[src/rtl/sc_hdlc_stuff_tx_pkg.sv]
// Shared constants and types for the HDLC slow-control serializer.
// Frame patterns and state encodings are also used by the receive deframer.
package sc_hdlc_stuff_tx_pkg;

  localparam logic [7:0] FLAG      = 8'h7E;
  localparam logic [7:0] ABORT_PAT = 8'hFF;
  localparam logic [2:0] STUFF_RUN = 3'd5;

  localparam logic [1:0] ST_IDLE  = 2'd0;
  localparam logic [1:0] ST_DATA  = 2'd1;
  localparam logic [1:0] ST_CLOSE = 2'd2;
  localparam logic [1:0] ST_ABORT = 2'd3;

  typedef struct packed {
    logic [7:0] data;
    logic       last;
  } tx_byte_t;

  // Bit idx of a fixed pattern, LSB first on the wire.
  function automatic logic pat_bit(input logic [7:0] pat, input logic [2:0] idx);
    return pat[idx];
  endfunction

endpackage

[src/rtl/sc_hdlc_stuff_tx_bit_stuffer.sv]
// Ones counter for HDLC zero insertion: flags a stuffed 0 after STUFF_RUN data 1s
// and asks the shifter to hold its data bit for that bit time.
module sc_bit_stuffer
  import sc_hdlc_stuff_tx_pkg::*;
(
  input  logic clk,
  input  logic rst_n,
  input  logic ce,
  input  logic active,
  input  logic bit_in,
  input  logic clr,
  output logic stuff_now,
  output logic will_stuff
);

  logic [2:0] ones_q, ones_d;
  logic       pend_q, pend_d;

  // Hold request now, and a look-ahead that the bit going out completes a run.
  always_comb begin
    stuff_now  = active & pend_q;
    will_stuff = active & ~pend_q & bit_in & (ones_q == (STUFF_RUN - 3'd1));
  end

  // Ones count and stuff-pending update, one step per bit time.
  always_comb begin
    ones_d = ones_q;
    pend_d = pend_q;
    if (ce) begin
      if (clr) begin
        ones_d = 3'd0;
        pend_d = 1'b0;
      end else if (active) begin
        if (pend_q) begin
          ones_d = 3'd0;
          pend_d = 1'b0;
        end else if (bit_in) begin
          if (ones_q == (STUFF_RUN - 3'd1)) begin
            ones_d = STUFF_RUN;
            pend_d = 1'b1;
          end else begin
            ones_d = ones_q + 3'd1;
            pend_d = 1'b0;
          end
        end else begin
          ones_d = 3'd0;
          pend_d = 1'b0;
        end
      end else begin
        ones_d = ones_q;
        pend_d = pend_q;
      end
    end else begin
      ones_d = ones_q;
      pend_d = pend_q;
    end
  end

  // Counter registers.
  always_ff @(posedge clk) begin
    if (!rst_n) begin
      ones_q <= 3'd0;
      pend_q <= 1'b0;
    end else begin
      ones_q <= ones_d;
      pend_q <= pend_d;
    end
  end

endmodule

[src/rtl/sc_hdlc_stuff_tx.sv]
// HDLC slow-control transmitter: one-byte holding buffer, LSB-first shifter
// and frame FSM (idle flags, data with zero stuffing, closing flag, abort).
module sc_hdlc_stuff_tx
  import sc_hdlc_stuff_tx_pkg::*;
(
  input  logic       clk,
  input  logic       rst_n,
  input  logic       ce,
  input  logic [7:0] tx_data,
  input  logic       tx_valid,
  input  logic       tx_last,
  output logic       tx_ready,
  output logic       dout,
  output logic       busy,
  output logic       frame_done,
  output logic       abort_pulse
);

  logic [1:0] state_q, state_d, nxt_state_s;
  logic [2:0] bit_idx_q, bit_idx_d;
  logic [7:0] shreg_q, shreg_d;
  logic       cur_last_q, cur_last_d;
  tx_byte_t   buf_q, buf_d;
  logic       buf_full_q, buf_full_d;
  logic       tail_q, tail_d;
  logic       dout_q, dout_d;
  logic       busy_q, busy_d;
  logic       tx_ready_q, tx_ready_d;
  logic       frame_done_q, frame_done_d;
  logic       abort_pulse_q, abort_pulse_d;

  logic accept_s, boundary_s, nxt_load_s, load_s, clr_s, tx_bit_s;
  logic active_s, stuff_now_s, will_stuff_s;

  sc_bit_stuffer u_stuffer (
    .clk        (clk),
    .rst_n      (rst_n),
    .ce         (ce),
    .active     (active_s),
    .bit_in     (shreg_q[0]),
    .clr        (clr_s),
    .stuff_now  (stuff_now_s),
    .will_stuff (will_stuff_s)
  );

  // A run completed by bit 7 defers the boundary to the stuffed-0 bit time (tail).
  always_comb begin
    active_s = (state_q == ST_DATA);
    accept_s = tx_valid & ~buf_full_q;
    if (ce) begin
      if (stuff_now_s) begin
        boundary_s = tail_q;
      end else begin
        boundary_s = (bit_idx_q == 3'd7) & ~will_stuff_s;
      end
    end else begin
      boundary_s = 1'b0;
    end
  end

  // Frame FSM: decisions taken only at byte boundaries.
  always_comb begin
    nxt_state_s = ST_IDLE;
    nxt_load_s  = 1'b0;
    case (state_q)
      ST_IDLE, ST_CLOSE: begin
        if (buf_full_q) begin
          nxt_state_s = ST_DATA;
          nxt_load_s  = 1'b1;
        end else begin
          nxt_state_s = ST_IDLE;
          nxt_load_s  = 1'b0;
        end
      end
      ST_DATA: begin
        if (cur_last_q) begin
          nxt_state_s = ST_CLOSE;
          nxt_load_s  = 1'b0;
        end else if (buf_full_q) begin
          nxt_state_s = ST_DATA;
          nxt_load_s  = 1'b1;
        end else begin
          nxt_state_s = ST_ABORT;
          nxt_load_s  = 1'b0;
        end
      end
      ST_ABORT: begin
        nxt_state_s = ST_IDLE;
        nxt_load_s  = 1'b0;
      end
      default: begin
        nxt_state_s = ST_IDLE;
        nxt_load_s  = 1'b0;
      end
    endcase
    load_s  = boundary_s & nxt_load_s;
    clr_s   = boundary_s & (nxt_state_s != ST_DATA);
    state_d = boundary_s ? nxt_state_s : state_q;
  end

  // Bit selection for the current bit time.
  always_comb begin
    case (state_q)
      ST_IDLE, ST_CLOSE: tx_bit_s = pat_bit(FLAG, bit_idx_q);
      ST_DATA:           tx_bit_s = stuff_now_s ? 1'b0 : shreg_q[0];
      ST_ABORT:          tx_bit_s = pat_bit(ABORT_PAT, bit_idx_q);
      default:           tx_bit_s = 1'b1;
    endcase
  end

  // Bit index, shifter, holding buffer and output next-state.
  always_comb begin
    bit_idx_d = bit_idx_q;
    tail_d    = tail_q;
    if (!ce) begin
      bit_idx_d = bit_idx_q;
      tail_d    = tail_q;
    end else if (stuff_now_s) begin
      bit_idx_d = tail_q ? 3'd0 : bit_idx_q;
      tail_d    = 1'b0;
    end else if (will_stuff_s && (bit_idx_q == 3'd7)) begin
      bit_idx_d = bit_idx_q;
      tail_d    = 1'b1;
    end else begin
      bit_idx_d = bit_idx_q + 3'd1;
      tail_d    = 1'b0;
    end

    if (load_s) begin
      shreg_d    = buf_q.data;
      cur_last_d = buf_q.last;
    end else if (ce && active_s && !stuff_now_s) begin
      shreg_d    = {1'b0, shreg_q[7:1]};
      cur_last_d = cur_last_q;
    end else begin
      shreg_d    = shreg_q;
      cur_last_d = cur_last_q;
    end

    if (accept_s) begin
      buf_d = '{data: tx_data, last: tx_last};
    end else begin
      buf_d = buf_q;
    end
    buf_full_d = load_s ? accept_s : (buf_full_q | accept_s);

    dout_d        = ce ? tx_bit_s : dout_q;
    busy_d        = (state_d != ST_IDLE);
    tx_ready_d    = ~buf_full_d;
    frame_done_d  = ce & (state_q == ST_CLOSE) & (bit_idx_q == 3'd7);
    abort_pulse_d = ce & (state_q == ST_ABORT) & (bit_idx_q == 3'd0);
  end

  // State and output registers.
  always_ff @(posedge clk) begin
    if (!rst_n) begin
      state_q       <= ST_IDLE;
      bit_idx_q     <= 3'd0;
      shreg_q       <= 8'd0;
      cur_last_q    <= 1'b0;
      buf_q         <= '{data: 8'd0, last: 1'b0};
      buf_full_q    <= 1'b0;
      tail_q        <= 1'b0;
      dout_q        <= 1'b1;
      busy_q        <= 1'b0;
      tx_ready_q    <= 1'b1;
      frame_done_q  <= 1'b0;
      abort_pulse_q <= 1'b0;
    end else begin
      state_q       <= state_d;
      bit_idx_q     <= bit_idx_d;
      shreg_q       <= shreg_d;
      cur_last_q    <= cur_last_d;
      buf_q         <= buf_d;
      buf_full_q    <= buf_full_d;
      tail_q        <= tail_d;
      dout_q        <= dout_d;
      busy_q        <= busy_d;
      tx_ready_q    <= tx_ready_d;
      frame_done_q  <= frame_done_d;
      abort_pulse_q <= abort_pulse_d;
    end
  end

  assign tx_ready    = tx_ready_q;
  assign dout        = dout_q;
  assign busy        = busy_q;
  assign frame_done  = frame_done_q;
  assign abort_pulse = abort_pulse_q;

endmodule

[config.mk]
export PLATFORM = sky130hd
export DESIGN_NAME = sc_hdlc_stuff_tx
export DESIGN_NICKNAME = d
export VERILOG_FILES = /design/src/rtl/sc_hdlc_stuff_tx_pkg.sv /design/src/rtl/sc_hdlc_stuff_tx_bit_stuffer.sv /design/src/rtl/sc_hdlc_stuff_tx.sv
export SDC_FILE = /design/constraint.sdc
export NUM_CORES = 1
export LEC_CHECK = 0
export ABC_AREA = 1
export BUFFER_PORTS_ARGS = -buffer_cell sky130_fd_sc_hd__buf_2
export CORE_ASPECT_RATIO = 1.1
export CORE_MARGIN = 2
export CORE_UTILIZATION = 55
export CTS_BUF_LIST = sky130_fd_sc_hd__clkbuf_8
export DETAILED_ROUTE_END_ITERATION = 8
export HOLD_SLACK_MARGIN = 0.12
export PLACE_DENSITY_LB_ADDON = 0.05
export RECOVER_POWER = 100
export SYNTH_ARGS = -nofsm -noshare
export SYNTH_HDL_FRONTEND = slang
export SYNTH_HIERARCHICAL = 1
export SYNTH_SLANG_ARGS = --single-unit
[constraint.sdc]
create_clock -name clk -period 5 [get_ports clk]
set_clock_uncertainty 0.05 [all_clocks]
set_input_delay 0.75 -clock clk [delete_from_list [all_inputs] [get_ports clk]]
set_output_delay 0.75 -clock clk [all_outputs]
set_load 0.02 [all_outputs]
After elaboration in Yosys (flattened, before gate mapping)
Memories as Yosys holds them, arrays and structs flattened. A register that Yosys moved wholly into a read port is not among the register bits.
Cells that the tools add are included.
{"block": "totals", "regBits": 34, "latchBits": 0, "ramBits": 0, "rom_bits": 16, "inputBits": 13, "output_inout_bits": 5, "word_cells": 93, "mem_count": 2}
{"block": "op_classes", "addsub": 2, "multipliers": 0, "div": 0, "n_lt_le_gt_ge": 1, "eq_ne": 8, "shift": 0, "muxes": 36, "bitwise_logic": 17, "n_reduce_logical": 12}
{"name": "(no name shown)", "depth": 8, "word_bits": 1, "rd": 1, "rd_clocked_by_memory_dff": 1, "write_ports": 0, "line_no": "sc_hdlc_stuff_tx_pkg.sv:21", "source": "return pat[idx];"}
{"name": "(no name shown)", "depth": 8, "word_bits": 1, "rd": 1, "rd_clocked_by_memory_dff": 1, "write_ports": 0, "line_no": "sc_hdlc_stuff_tx_pkg.sv:21"}
{"operator": "$mux 3", "count": 12}
{"operator": "$mux 1", "count": 16}
{"operator": "$mux 8", "count": 2}
{"operator": "$and 1x1->1", "count": 12}
{"operator": "$add 3x1->3 const B", "count": 2}
{"operator": "$eq 3x3->1 const B", "count": 2}
{"operator": "$mux 2", "count": 3}
{"operator": "$pmux 1 s3", "count": 2}
{"operator": "$pmux 2 s3", "count": 1}
{"operator": "$reduce_bool 2->1", "count": 3}
{"operator": "$eq 2x2->1 const B", "count": 2}
{"operator": "$lt 3x4->1 const B", "count": 1}
{"operator": "$ne 2x2->1 const B", "count": 2}
{"operator": "$not 1->1", "count": 4}
{"operator": "$logic_and 1x1->1", "count": 3}
{"operator": "$logic_not 3->1", "count": 1}
{"operator": "$reduce_and 3->1", "count": 1}
{"operator": "$eq 2x1->1 const B", "count": 1}
{"operator": "$logic_not 2->1", "count": 1}
{"operator": "$ne 2x1->1 const B", "count": 1}
{"operator": "$reduce_and 2->1", "count": 1}
{"operator": "$reduce_or 2->1", "count": 1}
{"operator": "$logic_not 1->1", "count": 1}
{"operator": "$or 1x1->1", "count": 1}

Longest topological paths before layout
Gate-level depths: netlist of run 1.
{"block": "depth", "word_depth": 11, "depth_mapped": 15}

By module
Netlist of run 1, hierarchy kept.
{"mod": "sc_hdlc_stuff_tx", "n_inst": 1, "cells_per_inst": 201, "area_each_um2": 1415.1, "seq_area_each_um2": 620.6}
{"mod": "sc_bit_stuffer", "n_inst": 1, "cells_per_inst": 37, "area_each_um2": 237.7, "seq_area_each_um2": 80.1}

Least setup slack after synthesis of run 1
No wires, ideal clock.
{"block": "synth_path", "path_type": "register to register", "startpoint": "register state_q[0]", "endpoint": "register u_stuffer.ones_q[0]", "setup_ns": 0.116, "arrival_ns": 1.529, "required_time_ns": 4.834, "setup_slack_ns": 3.305, "path_stages_with_launch": 12, "cell_sequence": "dfxtp_1 nand2_1 inv_1 nand2_1 inv_1 inv_2 o21ai_1 nand2_1 nor2_1 o21ai_1 o21ai_0 nor2_1"}
{"element": "start, declared", "line_no": "sc_hdlc_stuff_tx.sv:19", "source": "logic [1:0] state_q, state_d, nxt_state_s;"}
{"element": "start signal, assigned", "line_no": "sc_hdlc_stuff_tx.sv:170", "source": "state_q <= state_d;"}
{"element": "$eq 2x1->1 *", "line_no": "sc_hdlc_stuff_tx.sv:48", "source": "active_s = (state_q == ST_DATA);"}
{"element": "net active_s", "line_no": "sc_hdlc_stuff_tx.sv:33", "source": "logic active_s, stuff_now_s, will_stuff_s;"}
{"element": "$and 1x1->1 *", "line_no": "sc_hdlc_stuff_tx_bit_stuffer.sv:21", "source": "stuff_now = active & pend_q;"}
{"element": "net stuff_now_s", "line_no": "sc_hdlc_stuff_tx.sv:33"}
{"element": "$mux 1 *", "line_no": "sc_hdlc_stuff_tx.sv:51", "source": "if (stuff_now_s) begin"}
{"element": "$mux 1 *", "line_no": "sc_hdlc_stuff_tx.sv:50", "source": "if (ce) begin"}
{"element": "$and 1x1->1 *", "line_no": "sc_hdlc_stuff_tx.sv:97", "source": "clr_s = boundary_s & (nxt_state_s != ST_DATA);"}
{"element": "net clr_s", "line_no": "sc_hdlc_stuff_tx.sv:32", "source": "logic accept_s, boundary_s, nxt_load_s, load_s, clr_s, tx_bit_s;"}
{"element": "$reduce_bool 2->1 (no source line)"}
{"element": "$reduce_and 2->1 (no source line)"}
{"element": "end signal, assigned", "line_no": "sc_hdlc_stuff_tx_bit_stuffer.sv:65", "source": "ones_q <= ones_d;"}
{"element": "end, declared", "line_no": "sc_hdlc_stuff_tx_bit_stuffer.sv:16", "source": "logic [2:0] ones_q, ones_d;"}
Mark *: on every way through the listed nets, which the timed path passes. The rest lies on a longest branch.
A chain may end at the register's enable or synchronous reset.

Worst setup path in the final report of run 1
{"block": "layout_path", "startpoint": "input rst_n", "endpoint": "register tx_ready_q, in the netlist tx_ready"}
{"element": "start, declared", "line_no": "sc_hdlc_stuff_tx.sv:7", "source": "input logic rst_n,"}
{"element": "end signal, assigned", "line_no": "sc_hdlc_stuff_tx.sv:179", "source": "tx_ready_q <= tx_ready_d;"}
{"element": "end, declared", "line_no": "sc_hdlc_stuff_tx.sv:28", "source": "logic tx_ready_q, tx_ready_d;"}
No word-level cell between the ends.

==> results of run 1 <==
power by group through the flow:
stage | Clock (uW) | Combinational, uW | Sequential (uW)
after detailed placement | 0 | 57.6 | 304
after global placement | 0 | 57.5 | 304
after global routing | 254 | 65.8 | 299
after CTS | 243 | 57.9 | 298
after floorplan | 0 | 40.2 | 304
final | 238 | 56.6 | 298
cells by family (layout without fill, tap and decap cells):
kind of cell / after synthesis / in the layout / share of synthesized area, %
AO/OA/AOI/OAI: 44 / 44 / 13.6
flip-flops: 35 / 35 / 42.4
buffers and inverters: 43 / 63 / 10.2
AND/OR/NAND/NOR: 111 / 111 / 30.1
adder cells (fa/ha/maj): 5 / 5 / 3.79
flip-flops by register name (all words and copies together), names as in the netlist, named ones only:
| name | flops |
|---|---|
| cur_last_q | 1 |
| abort_pulse | 1 |
| shreg_q | 8 |
| bit_idx_q | 3 |
| buf_full_q | 1 |
| u_stuffer/ones_q | 3 |
| tx_ready | 1 |
| dout | 1 |
| busy | 1 |
| tail_q | 1 |
| frame_done | 1 |
| state_q | 2 |
| buf_q | 9 |
| u_stuffer/pend_q | 1 |
worst min-delay path, stage by stage, from the launching register on:
cell     delay, ps
dfxtp_1        300
inv_1           70
a21oi_1         60
layout make-up:
| type | instances | area share [%] |
|---|---|---|
| Clock inverter | 2 | 1.84 |
| Timing Repair Buffer | 17 | 4.22 |
| Inverter | 39 | 7.96 |
| Multi-Input combinational cell | 160 | 41.9 |
| Clock buffer | 5 | 3.74 |
| Sequential cell | 35 | 38.1 |
| Tap cell | 33 | 2.24 |
placed cells by master, fill, tap and decap left out, drive strengths merged:
master / count
nand2: 56
nor4: 1
bufinv: 1
a21oi: 22
dfxtp: 35
nand3b: 1
ha: 5
nor2: 26
inv: 39
clkinv: 1
o221ai: 1
o21ai: 21
nor3: 2
nand3: 25
buf: 11
clkbuf: 11
per-stage QoR:
stage	setup slack, ps	instances
after detailed placement	2990	284
after floorplan	3300	238
after global routing	2570	291
after CTS	3010	291
final	2910	291
after global placement	3030	284
metal layers:
layer / up-vias / routed length [um] / part of all wire [%]
met3: 8 / 143 / 4.6
met1: 633 / 1580 / 51
li1: 792 / - / -
met5: - / 0 / 0
met4: 0 / 43 / 1.4
met2: 30 / 1320 / 43
final timing paths:
check	from	end	slack, ps	cells past startpoint
worst max-delay path	rst_n	tx_ready	2910	4
worst max register to register	state_q[1]	u_stuffer/ones_q[0]	2910	11
worst min-delay path	buf_q[5]	buf_q[5]	420	2
worst min register to register	buf_q[5]	buf_q[5]	420	2
==> results.ini, run 1 <==
[critical_path]
path_cells = clkbuf_1 > clkinv_1 > nor2_1 > inv_1
critical_path_buf_inv_count = 3
required_ps = 5120
worst_path_largest_cell_delay_ps = 650
cpLargestDelayFamily = buffers and inverters
cp.arrival_ps = 2210
end_kind = flip-flop
start_kind = primary input
crit_type = in -> reg
slowest_stage = clkbuf_1
path_max_fanout = 23

[route]
drt-wirelength-per-cell_um = 10.6
drtIter0Drc = 84
dr_total_vias = 1463
finalWirelength_mm = 3.09
drt-pass1-iter-count = 5
final_antenna_net_count = 0
viasPerCell = 5.03
drc = 0

[clocking]
cts.sinks = 35
htreeDepth = 2
cts_root_buf = clkbuf_8
ctsHoldBuffers = 0
post_cts_buffers = 0
clk_path_buf_depth = 2
cts_resized = 0
cts_buffers = 5
cts_tree = done
clock_latency_ps = 280
cts.clk_slew.worst_paths_ps = 60

[power]
power_switching_uw = 137
finalPower_uw = 592
leakagePower_uw = 0.000828
combPwrFrac_pct = 9.6
ir_drop_mv = 0.280
p_seq_share_pct = 50.3
swShare_pct = 23.1
power.density_nw_per_um2 = 322
p_int_uw = 455
power.share.clock_pct = 40.2

[global_route]
grt_overflow_total = 0
gr-usage-all-layers_pct = 19.6
antenna_found_initial = 0
grt_util_met1_pct = 26.2
grt_first_pass_wirelength_mm = 5.21
grt.busiest_layer = met2
grt_pass1_vias = 1176
met2_usage_pct = 30.4
grt_max_degree = 24
gr-usage-met3_pct = 5.88

[synthesis]
synth.distinct_cells = 22
ys_top_cells_by_count = nand2_1 (52), inv_1 (37), dfxtp_1 (35)
async_flop_share_pct = 0
syn_avg_cell_area_sq_um = 6.94
synth_cells = 238
ys.warnings.count = 6
yosysMostFrequentCell = nand2_1
netlist_area_sq_um = 1650
yosys-top-cells-area = dfxtp_1 (42%), nand2_1 (12%), inv_1 (8.4%)
synth_seq_area_share_pct = 42.4
synthFlopType = dfxtp_1
ys_ff_latch = 35
netlist.area_leader.share_pct = 42.4
synth-edff-count = 0
synth_top_area_cell = dfxtp_1
syn_nets = 256

[final_layout]
finalCoreUtilization_pct = 65.6
n_antenna_cell = 0
multi_input_area_sq_um = 771
nets = 276
final_area_sq_um = 1840
fillers = 289
area_growth_pct = 11.3
seq_area_sq_um = 701
drive_gt1_share_pct = 8.91

[die]
rows = 20
floorplan.die.width_um = 56.3
start_util_pct = 59.0
die_area_sq_um = 3460
core_area_sq_um = 2800
io_pins = 18
die_h_um = 61.5

[job]
drv_cap = 0

[sta]
finalMaxSlewViolations = 0
setup_viol = 0
hold_ws_ps = 419
rsz0062_at_grt = no
final-hold-violation-count = 0
min_period_over_period_pct = 41.8
fin_crit_ps = 2090
max_slew.worst_pin.slew_ps = 891
fmax_ghz = 0.478
slew_headroom_pct = 40.6
final.setup.tns_ps = 0

[placement]
portBuffers = 17
post-dp-hpwl_mm = 2.26
post_dp_cell_area_sq_um = 1760
gp_congestion = 0.799

[min_path]
hold_class = reg -> reg

[run_status]
status = finished, final reports clean

(Power assumes the default switching activity.)
==> run 2: changes to the inputs <==
==> constraint.sdc (replaced) <==
create_clock -name clk -period 2.1 [get_ports clk]
set_clock_uncertainty 0.05 [all_clocks]
set_input_delay 0.315 -clock clk [delete_from_list [all_inputs] [get_ports clk]]
set_output_delay 0.315 -clock clk [all_outputs]
set_load 0.02 [all_outputs]
==> results.ini, run 2 (synthesized netlist as in run 1, its figures left out) <==
[run_status]
status = finished, final reports clean

[global_route]
grt_max_degree = 23
gr-usage-all-layers_pct = 20.4
grt_pass1_vias = 1192
grt_first_pass_wirelength_mm = 5.31
antenna_found_initial = 0
grt_overflow_total = 0

[die]
core_area_sq_um = 2800
die_area_sq_um = 3460
start_util_pct = 59.0
floorplan.die.width_um = 56.3
rows = 20
die_h_um = 61.5
io_pins = 18

[sta]
rsz0062_at_grt = no
hold_ws_ps = 221
finalMaxSlewViolations = 0
fmax_ghz = 0.525
min_period_over_period_pct = 90.6
max_slew.worst_pin.slew_ps = 411
setup_slack_ps = 197
setup_viol = 0
final.setup.tns_ps = 0
fin_crit_ps = 1900
final-hold-violation-count = 0
slew_headroom_pct = 72.6

[critical_path]
slowest_stage = dfxtp_1
required_ps = 2270
r2r_start = state_q[1]
worst_path_largest_cell_delay_ps = 320
critical_path_buf_inv_count = 5
crit_start = state_q[1]
cp.arrival_ps = 2080
path_cells = inv_1 > nand2_2 > inv_1 > nand2_1 > inv_1 > inv_2 > nand2_2 > nand2_4 > nand2_1 > nor2_2 > inv_1 > nand2_1 > nor2_2 > nand2_1 > a21oi_1
crit_type = reg -> reg
end_kind = flip-flop
cpLargestDelayFamily = simple AND/OR/NAND/NOR gates
path_max_fanout = 8
start_kind = flip-flop
rrSetupSlack_ps = 200

[clocking]
clk_path_buf_depth = 2
cts_tree = done
cts.sinks = 35
cts_buffers = 5
cts_root_buf = clkbuf_8
htreeDepth = 2
ctsHoldBuffers = 0
post_cts_buffers = 0
cts.clk_slew.worst_paths_ps = 70
clock_latency_ps = 290

[final_layout]
layout_common_cells = nand2_1 (51), inv_1 (37), dfxtp_1 (34), nand3_1 (24), a21oi_1 (22)
final_common_cell = nand2_1
nets = 278
n_antenna_cell = 0
area_growth_pct = 12.0
largest_registers = buf_q x9, shreg_q x8
largest-register = buf_q
final_area_sq_um = 1850
drive_gt1_share_pct = 13.8
largest_reg_flops = 9

[placement]
post_dp_cell_area_sq_um = 1770
post-place-ws_ps = 193
gp_congestion = 0.848
portBuffers = 17
post-dp-hpwl_mm = 2.35

[route]
drt-pass1-iter-count = 4
drc = 0
dr_total_vias = 1477
viasPerCell = 5.02
final_antenna_net_count = 0
finalWirelength_mm = 3.37
drtIter0Drc = 62
drt-wirelength-per-cell_um = 11.4

[min_path]
hold_class = in -> reg
min-delay-start = tx_data[7]

[job]
drv_cap = 0

[power]
leakagePower_uw = 0.000826
power.density_nw_per_um2 = 720
ir_drop_mv = 0.804

==> run 2: area by class of cell <==
type / count / area, sq um
repair buffers: 19 / 91.3
inverters: 39 / 146
multi-input cells: 160 / 782
fillers: 278 / 951
clock inverters: 3 / 20.0
flip-flops and latches: 35 / 702
well taps: 33 / 41.3
clock buffers: 5 / 68.8
==> run 2: report_power, final <==
part	switching (uW)	leakage (uW)	internal (uW)	total, uW
clock network	253	0.0000402	230	484
logic	90.7	0.000499	48.7	139
registers	15.2	0.000287	694	709
total	359	0.000826	973	1330
==> run 2: layer usage <==
layer | GRT usage [%] | routed length, um
met1 | 27.1 | 1680
met2 | 29.7 | 1470
met3 | 7.14 | 149
met4 | 10.2 | 70
met5 | 0 | 0
==> run 2: worst paths after layout <==
kind,cells after the start,to
setup reg to reg,15,u_stuffer/pend_q
setup / recovery,15,u_stuffer/pend_q
hold reg to reg,2,buf_q[5]
hold / removal,3,buf_q[8]
==> run 2: what timing repair did <==
action,4_1_cts,5_1_grt
endpoints found under the setup margin,0,6
resized for setup,0,5
hold endpoints to repair,0,0
==> run 2: tightest hold or removal path: stages <==
cell	delay, ps
buf_2	70
o21ai_0	70
nor2_1	70
==> run 2: per-stage QoR <==
stage	std cells	total power, uW	util (%)
2_1_floorplan	238	821	-
5_1_grt	294	1400	66.1
3_5_place_dp	286	864	63.2
3_3_place_gp	286	862	63.2
6_report	294	1330	66.1
4_1_cts	294	1350	66.4
==> run 3: changes to the inputs <==
--- a/config.mk
+++ b/config.mk
@@ -6,7 +6,7 @@
 export NUM_CORES = 1
 export LEC_CHECK = 0
 export ABC_AREA = 1
-export BUFFER_PORTS_ARGS = -buffer_cell sky130_fd_sc_hd__buf_2
+export BUFFER_PORTS_ARGS = -buffer_cell sky130_fd_sc_hd__buf_4
 export CORE_ASPECT_RATIO = 1.1
 export CORE_MARGIN = 2
 export CORE_UTILIZATION = 55
==> results.ini, run 3 (synthesized netlist as in run 1, its figures left out) <==
[critical_path]
critPathMostFrequentCell = inv_1
critical_path_buf_inv_count = 4
path_max_fanout = 9
cpLargestDelayFamily = compound AO/OA/AOI/OAI gates
crit_type = reg -> reg
start_kind = flip-flop
required_ps = 2210
rrSetupSlack_ps = 190
path_cells = inv_1 > nand2_2 > inv_1 > nand3_1 > nor2_2 > inv_1 > a21oi_1 > nor2_1 > clkbuf_1 > o21ai_0 > o21ai_0
end_kind = flip-flop
cp.arrival_ps = 2030
worst_path_largest_cell_delay_ps = 310
slowest_stage = dfxtp_1

[die]
core_area_sq_um = 2800
rows = 20
die_h_um = 61.5
floorplan.die.width_um = 56.3
io_pins = 18
start_util_pct = 59.0
die_area_sq_um = 3460

[route]
dr_total_vias = 1447
finalWirelength_mm = 3.19
drc = 0
viasPerCell = 4.94
final_antenna_net_count = 0
drtIter0Drc = 65
drt-wirelength-per-cell_um = 10.9
drt-pass1-iter-count = 4

[sta]
min_period_over_period_pct = 91.1
finalMaxSlewViolations = 0
final.setup.tns_ps = 0
setup_viol = 0
slew_headroom_pct = 73.0
hold_ws_ps = 230
fin_crit_ps = 1910
max_slew.worst_pin.slew_ps = 404
rsz0062_at_grt = no
final-hold-violation-count = 0
fmax_ghz = 0.523

[clocking]
ctsHoldBuffers = 0
cts.clk_slew.worst_paths_ps = 70
clock_latency_ps = 290
cts_root_buf = clkbuf_8
htreeDepth = 2
cts.sinks = 35
post_cts_buffers = 0
clk_path_buf_depth = 2
cts_tree = done
cts_buffers = 5

[final_layout]
n_antenna_cell = 0
area_growth_pct = 14.8
largest_reg_flops = 9
layout_common_cells = nand2_1 (51), inv_1 (37), dfxtp_1 (34), nand3_1 (24), nor2_1 (23)
final_common_cell = nand2_1
largest-register = buf_q
fillers = 275
nets = 278
finalCoreUtilization_pct = 67.7
drive_gt1_share_pct = 12.3
largest_registers = buf_q x9, shreg_q x8

[min_path]
hold_class = in -> reg

[power]
leakagePower_uw = 0.000847
power_switching_uw = 334
p_int_uw = 1090
ir_drop_mv = 0.528
finalPower_uw = 1420
combPwrFrac_pct = 10.1
power.density_nw_per_um2 = 751
p_seq_share_pct = 49.7
swShare_pct = 23.4
power.share.clock_pct = 40.2

[global_route]
grt_max_degree = 24
grt_overflow_total = 0
antenna_found_initial = 0
grt_pass1_vias = 1173
gr-usage-all-layers_pct = 20.0
grt_first_pass_wirelength_mm = 5.29

[placement]
portBuffers = 17
post-dp-hpwl_mm = 2.32
gp_congestion = 0.859

[run_status]
status = finished, final reports clean

[job]
drv_cap = 0

[run 3: worst paths after layout]
path	start	endpoint	cells after the start
max	state_q[1]	busy	11
min	tx_data[7]	buf_q[8]	3
max reg2reg	state_q[1]	busy	11
min reg2reg	buf_q[5]	buf_q[5]	2
[run 3: cell type report]
class	count	area (sq um)	share of cell area [%]
Clock buffer	5	68.8	3.63
Tap cell	33	41.3	2.18
Clock inverter	2	33.8	1.78
Timing Repair Buffer	19	120	6.33
Multi-Input combinational cell	160	785	41.4
Inverter	39	146	7.72
Sequential cell	35	702	37.0
[run 3: repair_timing]
action	in CTS	in global routing
hold endpoints to repair	0	0
gates resized for setup	0	6
setup endpoints to repair	0	5
[run 3: power groups by stage]
stage          Clock [uW]  Sequential, uW  Combinational [uW]
3_5_place_dp            0             724                 146
6_report              572             709                 144
5_1_grt               622             712                 163
3_3_place_gp            0             724                 146
2_1_floorplan           0             725                95.8
4_1_cts               584             709                 147
[run 3: layer usage]
metal	global-route usage, %	wire length (um)
met3	4.62	130
met1	28.0	1650
met2	28.6	1370
met5	0	0
met4	11.2	39
[run 3: metrics by stage]
stage	area (sq um)	instances	setup WS (ps)
2_1_floorplan	1650	238	405
3_3_place_gp	1810	286	215
3_5_place_dp	1810	286	199
4_1_cts	1920	293	160
5_1_grt	1900	293	20.5
6_report	1900	293	187
[run 3: tightest hold or removal path, delay by kind of cell]
family	cells	cell delay, ps
AOI/OAI and AO/OA	1	70
buffers and inverters	1	70
and+or+nand+nor	1	80
